**config.mk**
```make
export PLATFORM = sky130hd
export DESIGN_NAME = t20_match_controller
export DESIGN_NICKNAME = d
export VERILOG_FILES = /design/src/rtl/t20_pkg.sv /design/src/rtl/innings_score_counter.sv /design/src/rtl/t20_match_controller.sv
export SDC_FILE = /design/constraint.sdc
export NUM_CORES = 1
export LEC_CHECK = 0
export CORE_MARGIN = 2
export CORE_UTILIZATION = 30
export CTS_CLUSTER_DIAMETER = 200
export DETAILED_ROUTE_END_ITERATION = 6
export GPL_ROUTABILITY_DRIVEN = 0
export GPL_TIMING_DRIVEN = 0
export HOLD_SLACK_MARGIN = 0.05
export PLACE_DENSITY = 0.52
export SKIP_LAST_GASP = 1
export SLEW_MARGIN = 40
export SYNTH_ARGS = -nofsm -noshare
export SYNTH_HDL_FRONTEND = slang
export SYNTH_SLANG_ARGS = --single-unit
```
**constraint.sdc**
```tcl
create_clock -name clk_fpga -period 6.1 [get_ports clk_fpga]
set_input_delay 1.22 -clock clk_fpga [delete_from_list [all_inputs] [get_ports clk_fpga]]
set_output_delay 1.22 -clock clk_fpga [all_outputs]
set_load 0.02 [all_outputs]
```
**src/rtl/t20_pkg.sv**
```systemverilog
// Shared types, widths and helpers for the T20 match controller.
package t20_pkg;

  localparam int unsigned RUN_W            = 8;
  localparam int unsigned WKT_W            = 4;
  localparam int unsigned BALL_W           = 8;
  localparam int unsigned MAX_RUN_PER_BALL = 6;

  typedef enum logic [2:0] {
    IDLE  = 3'd0,
    INN1  = 3'd1,
    BREAK = 3'd2,
    INN2  = 3'd3,
    DONE  = 3'd4
  } state_t;

  // Delivery value above six (only 7 is possible) counts as six.
  function automatic logic [2:0] clamp_run(input logic [2:0] v);
    return (v > 3'(MAX_RUN_PER_BALL)) ? 3'(MAX_RUN_PER_BALL) : v;
  endfunction

endpackage

```
**src/rtl/innings_score_counter.sv**
```systemverilog
// Runs / wickets / legal-ball counters for one innings, all saturating.
module innings_score_counter
  import t20_pkg::*;
#(
  parameter int unsigned MAX_BALLS   = 120,
  parameter int unsigned MAX_WICKETS = 10,
  parameter int unsigned RUN_SAT     = 255
) (
  input  logic              clk_fpga,
  input  logic              rst,
  input  logic              en,
  input  logic              ev_run,
  input  logic              ev_extra,
  input  logic              ev_wicket,
  input  logic [2:0]        run_value,
  output logic [RUN_W-1:0]  runs,
  output logic [WKT_W-1:0]  wkts,
  output logic [BALL_W-1:0] balls,
  output logic [RUN_W-1:0]  runs_nx_c,
  output logic [WKT_W-1:0]  wkts_nx_c,
  output logic [BALL_W-1:0] balls_nx_c
);

  localparam int unsigned SUM_W = RUN_W + 1;

  logic [SUM_W-1:0] run_sum;

  // Post-event values; the top uses them for same-edge innings-end decisions.
  always_comb begin
    runs_nx_c  = runs;
    wkts_nx_c  = wkts;
    balls_nx_c = balls;
    run_sum    = '0;
    if (en) begin
      if (ev_wicket) begin
        if (wkts < WKT_W'(MAX_WICKETS)) wkts_nx_c = wkts + WKT_W'(1);
        if (balls < BALL_W'(MAX_BALLS)) balls_nx_c = balls + BALL_W'(1);
      end else if (ev_extra || ev_run) begin
        run_sum   = SUM_W'(runs) + SUM_W'(run_value) + SUM_W'(ev_extra);
        runs_nx_c = (run_sum > SUM_W'(RUN_SAT)) ? RUN_W'(RUN_SAT) : run_sum[RUN_W-1:0];
        if (ev_run && (balls < BALL_W'(MAX_BALLS))) balls_nx_c = balls + BALL_W'(1);
      end
    end
  end

  always_ff @(posedge clk_fpga) begin
    if (!rst) begin
      runs  <= '0;
      wkts  <= '0;
      balls <= '0;
    end else begin
      runs  <= runs_nx_c;
      wkts  <= wkts_nx_c;
      balls <= balls_nx_c;
    end
  end

endmodule

```
**src/rtl/t20_match_controller.sv**
```systemverilog
// T20 scoring sequencer: innings FSM, event priority decode and registered display mux.
module t20_match_controller
  import t20_pkg::*;
#(
  parameter int unsigned MAX_BALLS   = 120,
  parameter int unsigned MAX_WICKETS = 10,
  parameter int unsigned RUN_SAT     = 255
) (
  input  logic              clk_fpga,
  input  logic              rst,
  input  logic              start,
  input  logic              run_valid,
  input  logic [2:0]        run_value,
  input  logic              extra_valid,
  input  logic              wicket_valid,
  input  logic              view_sw,
  output logic [RUN_W-1:0]  binaryRuns,
  output logic [WKT_W-1:0]  wickets,
  output logic [BALL_W-1:0] ball_count,
  output logic              team_sw,
  output logic              ball_sw,
  output logic              inning_over,
  output logic              game_over,
  output logic              winner,
  output logic              tie
);

  state_t state, state_nx;

  logic              ev_wicket, ev_extra, ev_run, ev_any;
  logic [2:0]        run_clamp;
  logic              winner_d, tie_d, disp2_c;
  logic [RUN_W-1:0]  runs1, runs2, runs1_nx, runs2_nx;
  logic [WKT_W-1:0]  wkts1, wkts2, wkts1_nx, wkts2_nx;
  logic [BALL_W-1:0] balls1, balls2, balls1_nx, balls2_nx;

  // One event per cycle: wicket beats extra beats run.
  always_comb begin
    ev_wicket = wicket_valid;
    ev_extra  = extra_valid & ~wicket_valid;
    ev_run    = run_valid & ~extra_valid & ~wicket_valid;
    ev_any    = wicket_valid | extra_valid | run_valid;
    run_clamp = clamp_run(run_value);
  end

  innings_score_counter #(
    .MAX_BALLS(MAX_BALLS), .MAX_WICKETS(MAX_WICKETS), .RUN_SAT(RUN_SAT)
  ) u_inn1 (
    .clk_fpga(clk_fpga), .rst(rst), .en(state == INN1),
    .ev_run(ev_run), .ev_extra(ev_extra), .ev_wicket(ev_wicket), .run_value(run_clamp),
    .runs(runs1), .wkts(wkts1), .balls(balls1),
    .runs_nx_c(runs1_nx), .wkts_nx_c(wkts1_nx), .balls_nx_c(balls1_nx)
  );

  innings_score_counter #(
    .MAX_BALLS(MAX_BALLS), .MAX_WICKETS(MAX_WICKETS), .RUN_SAT(RUN_SAT)
  ) u_inn2 (
    .clk_fpga(clk_fpga), .rst(rst), .en(state == INN2),
    .ev_run(ev_run), .ev_extra(ev_extra), .ev_wicket(ev_wicket), .run_value(run_clamp),
    .runs(runs2), .wkts(wkts2), .balls(balls2),
    .runs_nx_c(runs2_nx), .wkts_nx_c(wkts2_nx), .balls_nx_c(balls2_nx)
  );

  always_ff @(posedge clk_fpga) begin
    if (!rst) state <= IDLE;
    else      state <= state_nx;
  end

  // Chase is tested before the balls/wickets limit in innings 2.
  always_comb begin
    state_nx = state;
    winner_d = winner;
    tie_d    = tie;
    unique case (state)
      IDLE:  if (start) state_nx = INN1;
      INN1:  if (ev_any && ((balls1_nx == BALL_W'(MAX_BALLS)) ||
                            (wkts1_nx == WKT_W'(MAX_WICKETS)))) state_nx = BREAK;
      BREAK: if (start) state_nx = INN2;
      INN2: begin
        if (ev_any && ((runs2_nx > runs1_nx) ||
                       (balls2_nx == BALL_W'(MAX_BALLS)) ||
                       (wkts2_nx == WKT_W'(MAX_WICKETS)))) begin
          state_nx = DONE;
          winner_d = (runs2_nx > runs1_nx);
          tie_d    = (runs2_nx == runs1_nx);
        end
      end
      DONE:  state_nx = DONE;
      default: state_nx = IDLE;
    endcase
  end

  assign disp2_c = ((state == INN2) || (state == DONE)) ^ view_sw;

  always_ff @(posedge clk_fpga) begin
    if (!rst) begin
      binaryRuns  <= '0;
      wickets     <= '0;
      ball_count  <= '0;
      team_sw     <= 1'b0;
      ball_sw     <= 1'b0;
      inning_over <= 1'b0;
      game_over   <= 1'b0;
      winner      <= 1'b0;
      tie         <= 1'b0;
    end else begin
      binaryRuns  <= disp2_c ? runs2  : runs1;
      wickets     <= disp2_c ? wkts2  : wkts1;
      ball_count  <= disp2_c ? balls2 : balls1;
      team_sw     <= disp2_c;
      ball_sw     <= (state_nx == INN1) || (state_nx == INN2);
      inning_over <= (state_nx == BREAK);
      game_over   <= (state_nx == DONE);
      winner      <= winner_d;
      tie         <= tie_d;
    end
  end

endmodule

```
==> results.txt <==
Die Ht - 114 um
root buf cell - clkbuf_16
Buf/Inv on CP - 1
P&R area growth vs syn - 22.7%
HP Class - flop to flop
Worst Clk Skew - 0.00501 ns
Yosys cell types - 64
Yosys Warn Count - 0
WL/cell - 14.7 um
CTS tree - yes
RSZ-0062 raised after global routing - false
WS Path Type - input pin to flop
Hold-fix buffers, CTS - 0
hold path depth - 2
CP top delay family - compound AO/OA/AOI/OAI gates
Initial Utilization - 30.5%
Worst Setup Start Kind - input pin
nets - 487
initial antenna violation count - 0
Clk Latency, worst-skew pair - 0.33 ns
Hold Path Origin - winner$_SDFFE_PN0P_
# DRC - 0
R2R cell count - 17
Largest stage delay, worst path - 0.49 ns
max cap viols - 0
clock-pin slew on the worst setup and hold paths - 0.06 ns
Mapped Nets - 442
core area - 11900 um^2
number of synthesized flops with an enable pin - 0
syn avg cell area - 8.77 um^2
Crit Reg-Reg Endpoint - game_over$_SDFF_PN0_
1st-pass router iterations - 4
CP Max Fanout - 6
largest net degree at the start of global routing - 12
HPWL Detailed - 6560 um
Antenna Nets Post-Route - 0
FF-to-FF Start - u_inn2.runs[0]$_SDFF_PN0_
ys async rst share - 0%
slowest CP cell - clkdlybuf4s50_1
port bufs - 34
most common cell after layout, fill and taps aside - nor2_1
GRT overflow - 0
Final Cycle Share - 91.7%
top cell type's share of synthesized area - 38.2%
vias in the first global route - 2933
Final setup violation count - 0
Inserted Clock Buffers - 9
Max clock buf depth - 2
Worst setup EP type - flop
#FFs+latches synth - 69
leakage power - 1.72 nW
register area share after synthesis - 38.2%
Reg2Reg Setup Slack - 1.94 ns
via count - 3054
Rel. slew slack - 56.9%
final hold violations - 0
Sum Neg Setup Slack - 0 ns
Worst EP arrival - 5.82 ns
Detailed Route Iter0 Violations - 205
final core utilization - 37.4%
vias per cell - 5.01
Worst-Margin Slew - 0.643 ns
Max VDD drop - 0.0952 mV
routed wire length - 8930 um
Gate Count Post-Synth - 412
Data required, critical path - 6.33 ns
minimum clock period - 5.59 ns
most frequent cells in the layout - nor2_1 (70), dfxtp_1 (69), clkdlybuf4s50_1 (34)
clock sink total - 69
P per Cell Area - 239 nW/um^2
Die Span X - 114 um
Hold Crit Endpoint - winner$_SDFFE_PN0P_
DIE AREA - 12900 um^2
first-pass GRT wire length - 14700 um
post_cts resized - 0
Slew Limit Fails - 0
Synth area leaders - dfxtp_1 (38%), mux2i_1 (7.5%), nor2_1 (7.3%), ha_1 (6.2%), a21oi_1 (3.0%)
setup repair bufs after CTS - 0
outcome - completed
post-synth top area cell - dfxtp_1
row count - 40
H-tree levels - 3
CP Cell Sequence - clkdlybuf4s50_1 > a21boi_1 > xor2_1 > ha_1 > a21oi_1 > fa_1 > nor2b_1 > o21ai_0 > nor2_1 > nand2_1 > nand2_1 > mux2_2 > ha_1 > a2111oi_0 > o221ai_1 > a31o_2 > a22oi_2 > nor2_2 > o21a_1
I/O pins - 36
layout cells sized above 1 - 8.01%
Tot GR Track Use - 14.6%
synthesized area - 3610 um^2
dominant synthesized flop cell - dfxtp_1
fmax - 179 MHz
# diodes - 0
==> worst reg2reg max path, delay by kind of cell, from the launching register on <==
family / cells / cell delay [ns]
flip-flops: 1 / 0.34
adder cells (fa/ha/maj): 3 / 0.68
AND/OR/NAND/NOR: 5 / 0.55
AO/OA/AOI/OAI: 7 / 2.03
multiplexers: 1 / 0.29
XOR/XNOR: 1 / 0.18
==> kinds of logic (layout without fill, tap and decap cells) <==
logic type | after synthesis | count (layout) | share of synthesized area, %
AOI/OAI and AO/OA | 72 | 72 | 13.9
xor gates and xnor gates | 16 | 16 | 3.88
adders and majority gates | 20 | 20 | 7.34
buffers and inverters | 30 | 80 | 3.43
DFF | 69 | 69 | 38.2
muxes | 29 | 29 | 8.11
and+or+nand+nor | 176 | 176 | 25.1
==> synthesized netlist by cell type, types with 10 or more instances <==
master,n
o21ai_0,14
nor2_1,70
nand4_1,11
nand2_1,28
and2_1,12
ha_1,18
a21oi_1,22
nand3_1,10
inv_1,13
mux2i_1,27
clkbuf_1,10
dfxtp_1,69
==> worst max-delay path by stage <==
stage                       from                    to  slack (ns)  cells past startpoint
floorplan           run_value[0]  game_over$_SDFF_PN0_        1.52                     16
global placement    run_value[1]  game_over$_SDFF_PN0_        0.34                     19
detailed placement  run_value[1]  game_over$_SDFF_PN0_        0.30                     19
CTS                 run_value[1]  game_over$_SDFF_PN0_        0.61                     19
global route        run_value[1]  game_over$_SDFF_PN0_        0.12                     19
finish              run_value[1]  game_over$_SDFF_PN0_        0.51                     19
==> layer usage <==
layer	share of wire [%]	track usage, %
met5	0	0
met4	2.4	7.15
met3	3.9	3.45
met1	50	19.9
met2	44	21.6
==> layout make-up <==
class                      instances  area, um^2
fill                            1213        7430
multi-input combinational        313        2110
sequential                        69        1380
timing repair buffer              34         340
clock buffer                      12         246
tap                              147         184
buffer                            16        71.3
inverter                          14        52.6
clock inverter                     4        47.5
==> report_power, final <==
group | total (mW) | internal [mW] | switching, mW
clock | 0.520 | 0.326 | 0.193
combinational | 0.0797 | 0.0328 | 0.0470
sequential | 0.461 | 0.456 | 0.00508
total | 1.06 | 0.815 | 0.245
==> flip-flops by register name (all words and copies together), names as in the netlist, 3 cells and up <==
signal / count
ball_count: 8
binaryRuns: 8
state: 3
u_inn1.balls: 8
u_inn1.runs: 8
u_inn1.wkts: 4
u_inn2.balls: 8
u_inn2.runs: 8
u_inn2.wkts: 4
wickets: 4
==> through the flow <==
step | instances | cell area (um^2) | setup slack (ns) | hold WS (ns) | power, mW
final | 609 | 4430 | 0.508 | 0.492 | 1.06
after detailed placement | 593 | 4140 | 0.303 | 0.474 | 0.550
after global placement | 593 | 4140 | 0.339 | 0.463 | 0.549
after CTS | 609 | 4430 | 0.609 | 0.493 | 1.08
after floorplan | 412 | 3610 | 1.52 | 0.458 | 0.523
after global routing | 609 | 4430 | 0.122 | 0.524 | 1.10
(Power assumes the default switching activity.)
